==> src/rtl/dec_to_hex.sv <==
// Sequential decimal-to-binary converter: rebuilds a 16-bit sum and an 8-bit count
// from BCD-style digit bytes using Horner iteration, one digit per clock.
module dec_to_hex #(
  parameter bit SAT_EN = 1'b1
) (
  input  logic            clk_i,
  input  logic            rst_i,
  input  logic [4:0][7:0] dec_i,
  input  logic [2:0][7:0] n_dec_i,
  input  logic            valid_i,
  output logic            ready_o,
  output logic [15:0]     hex_o,
  output logic [7:0]      n_hex_o,
  output logic            ovf_o,
  output logic            n_ovf_o,
  output logic            err_o,
  output logic            valid_o,
  input  logic            ready_i
);

  typedef enum logic [1:0] {IDLE, CONV, DONE} state_e;

  state_e          state_q, state_d;
  logic [4:0][7:0] dig_q, dig_d;
  logic [2:0][7:0] n_dig_q, n_dig_d;
  logic [16:0]     acc_q, acc_d;
  logic [9:0]      n_acc_q, n_acc_d;
  logic [2:0]      idx_q, idx_d;
  logic            err_q, err_d;
  logic [15:0]     hex_q, hex_d;
  logic [7:0]      n_hex_q, n_hex_d;
  logic            ovf_q, ovf_d;
  logic            n_ovf_q, n_ovf_d;
  logic            res_err_q, res_err_d;

  assign ready_o = (state_q == IDLE);
  assign valid_o = (state_q == DONE);
  assign hex_o   = hex_q;
  assign n_hex_o = n_hex_q;
  assign ovf_o   = ovf_q;
  assign n_ovf_o = n_ovf_q;
  assign err_o   = res_err_q;

  always_comb begin
    state_d   = state_q;
    dig_d     = dig_q;
    n_dig_d   = n_dig_q;
    acc_d     = acc_q;
    n_acc_d   = n_acc_q;
    idx_d     = idx_q;
    err_d     = err_q;
    hex_d     = hex_q;
    n_hex_d   = n_hex_q;
    ovf_d     = ovf_q;
    n_ovf_d   = n_ovf_q;
    res_err_d = res_err_q;

    case (state_q)
      IDLE: begin
        if (valid_i) begin
          dig_d   = dec_i;
          n_dig_d = n_dec_i;
          acc_d   = '0;
          n_acc_d = '0;
          idx_d   = 3'd4;
          err_d   = 1'b0;
          state_d = CONV;
        end
      end

      CONV: begin
        // Digits are range-checked on the full byte, but only the low nibble feeds the sum.
        acc_d = acc_q * 17'd10 + 17'(dig_q[idx_q][3:0]);
        err_d = err_q | (dig_q[idx_q] > 8'd9);
        if (idx_q <= 3'd2) begin
          n_acc_d = n_acc_q * 10'd10 + 10'(n_dig_q[idx_q[1:0]][3:0]);
          err_d   = err_d | (n_dig_q[idx_q[1:0]] > 8'd9);
        end
        idx_d = idx_q - 3'd1;

        if (idx_q == 3'd0) begin
          state_d = DONE;
          if (err_d) begin
            hex_d     = '0;
            n_hex_d   = '0;
            ovf_d     = 1'b0;
            n_ovf_d   = 1'b0;
            res_err_d = 1'b1;
          end else begin
            res_err_d = 1'b0;
            if (acc_d > 17'd65535) begin
              ovf_d = 1'b1;
              hex_d = SAT_EN ? 16'hFFFF : acc_d[15:0];
            end else begin
              ovf_d = 1'b0;
              hex_d = acc_d[15:0];
            end
            if (n_acc_d > 10'd255) begin
              n_ovf_d = 1'b1;
              n_hex_d = SAT_EN ? 8'hFF : n_acc_d[7:0];
            end else begin
              n_ovf_d = 1'b0;
              n_hex_d = n_acc_d[7:0];
            end
          end
        end
      end

      DONE: begin
        if (ready_i) state_d = IDLE;
      end

      default: state_d = IDLE;
    endcase
  end

  always_ff @(posedge clk_i) begin
    if (rst_i) begin
      state_q   <= IDLE;
      dig_q     <= '0;
      n_dig_q   <= '0;
      acc_q     <= '0;
      n_acc_q   <= '0;
      idx_q     <= '0;
      err_q     <= 1'b0;
      hex_q     <= '0;
      n_hex_q   <= '0;
      ovf_q     <= 1'b0;
      n_ovf_q   <= 1'b0;
      res_err_q <= 1'b0;
    end else begin
      state_q   <= state_d;
      dig_q     <= dig_d;
      n_dig_q   <= n_dig_d;
      acc_q     <= acc_d;
      n_acc_q   <= n_acc_d;
      idx_q     <= idx_d;
      err_q     <= err_d;
      hex_q     <= hex_d;
      n_hex_q   <= n_hex_d;
      ovf_q     <= ovf_d;
      n_ovf_q   <= n_ovf_d;
      res_err_q <= res_err_d;
    end
  end

endmodule

==> config.mk <==
export PLATFORM = sky130hd
export DESIGN_NAME = dec_to_hex
export DESIGN_NICKNAME = d
export VERILOG_FILES = /design/src/rtl/dec_to_hex.sv
export SDC_FILE = /design/constraint.sdc
export NUM_CORES = 1
export LEC_CHECK = 0
export CORE_ASPECT_RATIO = 1.5
export CORE_MARGIN = 3
export CORE_UTILIZATION = 45
export DETAILED_ROUTE_END_ITERATION = 12
export PLACE_DENSITY = 0.64
export REMOVE_ABC_BUFFERS = 1
export SLEW_MARGIN = 20
export SYNTH_ARGS = -nofsm -noshare
export SYNTH_HDL_FRONTEND = slang
export SYNTH_SLANG_ARGS = --single-unit
==> constraint.sdc <==
create_clock -name clk_i -period 9.2 [get_ports clk_i]
set_input_delay 0.92 -clock clk_i [delete_from_list [all_inputs] [get_ports clk_i]]
set_output_delay 0.92 -clock clk_i [all_outputs]
set_load 0.02 [all_outputs]
Word level (Yosys, flattened, before mapping)
Index checks and enable logic that the tools add are counted.
{ "classes": {"add_sub_neg": 3, "n_mul": 2, "magnitude_cmp": 7, "n_eq_ne": 5, "n_mux": 29, "n_bitwise": 2, "reduce_logical": 7} }
{ "ops": {"columns": ["cell", "count"], "rows": [
  ["$pmux 17 s2", 1],
  ["$mux 16", 2],
  ["$mux 8", 4],
  ["$mux 10", 3],
  ["$bmux 8 s3", 1],
  ["$pmux 10 s2", 1],
  ["$add 17x4->17", 1],
  ["$gt 17x16->1 const B", 1],
  ["$mul 17x3->16 const B", 1],
  ["$mux 17", 1],
  ["$bmux 8 s2", 1],
  ["$gt 8x4->1 const B", 2],
  ["$add 10x4->10", 1],
  ["$gt 10x8->1 const B", 1],
  ["$mul 10x3->9 const B", 1],
  ["$mux 1", 8],
  ["$mux 2", 3],
  ["$pmux 2 s3", 1],
  ["$pmux 3 s2", 1],
  ["$reduce_and 2->1", 3],
  ["$lt 3x4->1 const B", 1],
  ["$ne 2x2->1 const B", 2],
  ["$le 3x2->1 const B", 1],
  ["$logic_not 3->1", 1],
  ["other kinds (11)", 12]
]} }
{ "word_totals": {"regBits": 124, "inputBits": 68, "out_inout_bits": 29, "elab_cells": 73} }

Logic depth before layout (Yosys ltp)
{ "depth": {"ltp_word": 8, "depth_mapped": 15, "mapped_depth_nobuf": 13} }

Worst setup path before layout
Ideal clock, no wire load.
{ "synth_timing": {"path_kind": "register to register", "start": "register acc_q[1]", "end": "register hex_q[14] (netlist: hex_o[14])", "setup_time_ns": 0.117, "arrival_time_ns": 3.069, "t_required_ns": 9.083, "slack_ns": 6.015, "stages_incl_launch_ff": 12, "path_buffers": 0, "synth_period_minus_slack_ns": 3.185, "path_cell_list": "dfxtp_1 ha_1 ha_1 fa_1 a21o_1 a22oi_4 a21oi_4 xnor2_2 or3_1 or2_0 or3_1 a22o_1"} }
{ "synth_via": {"elab_chain_len": 5} }
{ "synth_lines": {"columns": ["element", "line", "text"], "rows": [
  ["start: declaration", "26", "logic [16:0] acc_q, acc_d;"],
  ["start signal: assignment", "122", "acc_q <= '0;"],
  ["start signal: assignment", "135", "acc_q <= acc_d;"],
  ["$mul 17x3->16 (*)", "73", "acc_d = acc_q * 17'd10 + 17'(dig_q[idx_q][3:0]);"],
  ["$add 17x4->17 (*)", "73", null],
  ["$gt 17x16->1", "91", "if (acc_d > 17'd65535) begin"],
  ["$mux 16 (*)", "91", null],
  ["$mux 16 (*)", "83", "if (err_d) begin"],
  ["end signal: assignment", "126", "hex_q <= '0;"],
  ["end signal: assignment", "139", "hex_q <= hex_d;"],
  ["end: declaration", "30", "logic [15:0] hex_q, hex_d;"]
]} }
Mark *: on every way between the ends. The rest lies on a longest branch, timed or not.
A chain may end at the register's enable or synchronous reset.

Final worst setup path
{ "layout_timing": {"start": "register idx_q[0]", "end": "register hex_q[15] (netlist: hex_o[15])"} }
{ "layout_via": {"elab_chain_len": 8, "word_cells_on_any_way": 17, "classes_between": "add/sub: 1; order compare: 4; mux: 8; bitwise: 2; reduce/logical: 2"} }
{ "layout_lines": {"columns": ["element", "line", "text"], "rows": [
  ["start: declaration", "28", "logic [2:0] idx_q, idx_d;"],
  ["start signal: assignment", "137", "idx_q <= idx_d;"],
  ["branches (longest 8 deep; another with $add 17x4->17)", null, null]
]} }
Parallel ways; which one is timed is not known. The select of a mux whose other input is x is not followed.

==> impl_metrics.ini <==
[timing]
rsz0062_at_grt = no
fmax_mhz = 260
worst_pin_slew_ns = 0.948
slew_viol_final = 0
fin_crit_ns = 3.84
hold_violations = 0
setup_viol = 0
final.setup.tns_ns = 0
clock_skew_ns = 0.0113
min_period_over_period = 0.418
slew_headroom = 0.368
fin_hold_ws_ns = 0.441
setup_ws_ns = 5.36

[drt]
wl_met1_um = 6780
vias = 5921
dr_wl_met2_um = 8490
maxUsedRoutingLayer = met4
wire_per_inst_um = 15.1
finalWirelength_um = 16400
dr.first_iter.drc_count = 216
drc = 0
wl_met3_um = 818
ant_nets = 0
first_pass_iters = 5
avgViaCountPerCell = 5.46

[run]
drv_cap = 0

[floorplanning]
dieArea_mm2 = 0.0162
die_h_um = 154
die_w_um = 105
fp-row-count = 53
num_io_pins = 97
core_area_mm2 = 0.0142
start_util = 0.466

[clock_tree]
postCtsResizedCells = 0
cts.hold.buffers_added = 0
cts_tree = done
clkTransAtPathRegs_ns = 0.06
cts_root_buf = clkbuf_16
insertion_delay_ns = 0.41
clock-sinks = 123
cts_buffer_depth = 2
numCtsBuffers = 17
h-tree-depth = 4
post_cts_buffers = 0

[logic_synthesis]
syn_area_per_cell_um2 = 8.17
synth-main-ff-cell = dfxtp_1
synthCells = 809
synth_area_mm2 = 0.00661
synth_edf_count = 0
ys_seq_elements = 123
synth_warnings = 0
synth_cell_type_count = 63
ys_seq_area_frac = 0.373
synthArstFlopShare = 0

[finish]
area.growth.synth_to_final_pct = 24.0
final_cells = 1085
design_area_mm2 = 0.00819
fillers = 1383
antenna_cells = 0
layout-drive-gt1-share = 0.0761
final_nets = 996

[grt]
grt.total_usage = 0.207
grt_pass1_wl_um = 27500
first_global_vias = 5907
antenna_found_initial = 0
grt_max_degree = 95
globalRouteOverflowTotal = 0

[placement]
gp_congestion = 0.918
preCtsSetupSlack_ns = 5.33
dp_cells = 1053
numPortBuffers = 96
place_area_mm2 = 0.00763
dp_hpwl_um = 12200

[setup_path]
cp_max_fo = 18
required_ns = 9.47
worstPathCellList = mux4_2 > inv_1 > o21ai_1 > ha_1 > a21o_1 > a21oi_1 > nor3b_2 > nand4_1 > nor4_2 > a31oi_1 > o21ai_4 > o211ai_1
critPathMaxStageDelay_ns = 0.82
slowest_stage = dfxtp_1
critPathCaptureType = flop
cp-start-kind = flop
crit_arrival_ns = 4.11
crit_type = reg2reg

[outcome]
status = finished clean

[min_path]
holdCritPathClass = reg2reg

[pwr]
vdd_drop_max_mv = 0.153
p_leak_nw = 3.25
p_per_area_mw_per_mm2 = 175
==> path summary, 6_finish.rpt <==
kind / from / endpoint / slack (ns) / depth (start not counted)
hold / removal: ovf_o$_SDFFE_PP0P_ / ovf_o$_SDFFE_PP0P_ / 0.44 / 2
hold reg to reg: ovf_o$_SDFFE_PP0P_ / ovf_o$_SDFFE_PP0P_ / 0.44 / 2
setup reg to reg: idx_q[0]$_SDFFE_PP0P_ / hex_o[15]$_SDFFE_PP0P_ / 5.36 / 12
setup / recovery: idx_q[0]$_SDFFE_PP0P_ / hex_o[15]$_SDFFE_PP0P_ / 5.36 / 12
==> report_power, final <==
group	leakage (nW)	switching, W	internal [W]	total [W]
Sequential	1.00	0.0000247	0.000564	0.000589
Combinational	1.98	0.000126	0.0000919	0.000218
Clock	0.273	0.000259	0.000366	0.000625
==> critical path: cells and delay by family (launching register included) <==
kind,cells,cell delay (ns)
muxes,1,0.59
AOI/OAI and AO/OA,6,1.11
DFF,1,0.82
and+or+nand+nor,3,0.77
adders and majority gates,1,0.32
buffers and inverters,1,0.07
==> state kept, by name, summed over array words and instances (netlist names), 2 cells and up <==
signal,flops
idx_q,3
n_acc_q,10
n_hex_o,8
n_dig_q,24
dig_q,40
state_q,2
hex_o,16
acc_q,16
==> final cells by class <==
class | count | area (um^2) | share of cell area
multi-input combinational | 628 | 3910 | 0.477
clock buffer | 20 | 457 | 0.0557
tap | 192 | 240 | 0.0293
clock inverter | 12 | 104 | 0.0127
timing repair buffer | 99 | 978 | 0.119
sequential | 123 | 2460 | 0.301
inverter | 11 | 41.3 | 0.00504
==> synth_stat cells, types with 3 or more instances <==
cell type  number  share of area
a211oi_2        3         0.0057
xor2_1         11          0.015
nand3_1        22          0.017
o211ai_2        6          0.011
a22oi_1         5         0.0057
a21oi_1        96          0.073
nor2b_1         8         0.0076
dfxtp_1       123           0.37
mux4_2          3          0.010
o221a_2         3         0.0051
a31oi_1        21          0.020
nor3_1          7         0.0053
nor4_1          8         0.0076
o21ai_0        18          0.014
a21o_1          9          0.010
nor3b_1         7         0.0080
o21ai_1         5         0.0038
or3_1           5         0.0047
buf_2           4         0.0030
ha_1           44          0.083
a211oi_1        7         0.0080
o21a_1          7         0.0080
inv_1          11         0.0062
nand4_1         3         0.0028
xnor2_1        18          0.024
nand2b_1        4         0.0038
nand2_1       180           0.10
buf_1           9         0.0051
nand4b_1        3         0.0040
mux2i_1        14          0.021
o211ai_1       10          0.011
clkbuf_1       30          0.017
nor2_1         64          0.036
fa_1            4          0.012
==> per-stage QoR <==
stage | total power [W] | utilization
3_5_place_dp | 0.000819 | 0.537
5_1_grt | 0.00150 | 0.577
6_report | 0.00143 | 0.577
4_1_cts | 0.00144 | 0.577
3_3_place_gp | 0.000814 | 0.537
2_1_floorplan | 0.000723 | -
==> cells by family after synthesis <==
logic type                 share of synthesized area
adders and majority gates                     0.0954
muxes                                         0.0354
DFF                                            0.373
and+or+nand+nor                                0.220
xor gates and xnor gates                      0.0434
AOI/OAI and AO/OA                              0.196
buffers and inverters                         0.0371
==> routing by layer <==
layer | up-vias | track usage
met3 | 19 | 0.0493
li1 | 2973 | -
met5 | - | 0
met4 | 0 | 0.0744
met2 | 155 | 0.369
met1 | 2774 | 0.240
==> placed cells by master, fill, tap and decap left out, types with 6 or more instances in the layout <==
cell type	netlist	routed
a211oi_1	7	7
a21o_1	9	9
a21oi_1	96	96
a31oi_1	21	21
clkbuf_16	0	17
clkdlybuf4s50_1	0	95
dfxtp_1	123	123
ha_1	44	44
inv_1	11	11
inv_6	0	7
mux2i_1	14	14
nand2_1	180	179
nand3_1	22	22
nor2_1	64	63
nor2b_1	8	7
nor3_1	7	7
nor3b_1	7	7
nor4_1	8	8
o211ai_1	10	10
o211ai_2	6	6
o21a_1	7	7
o21ai_0	18	18
xnor2_1	18	18
xor2_1	11	11
(Power assumes the default switching activity.)
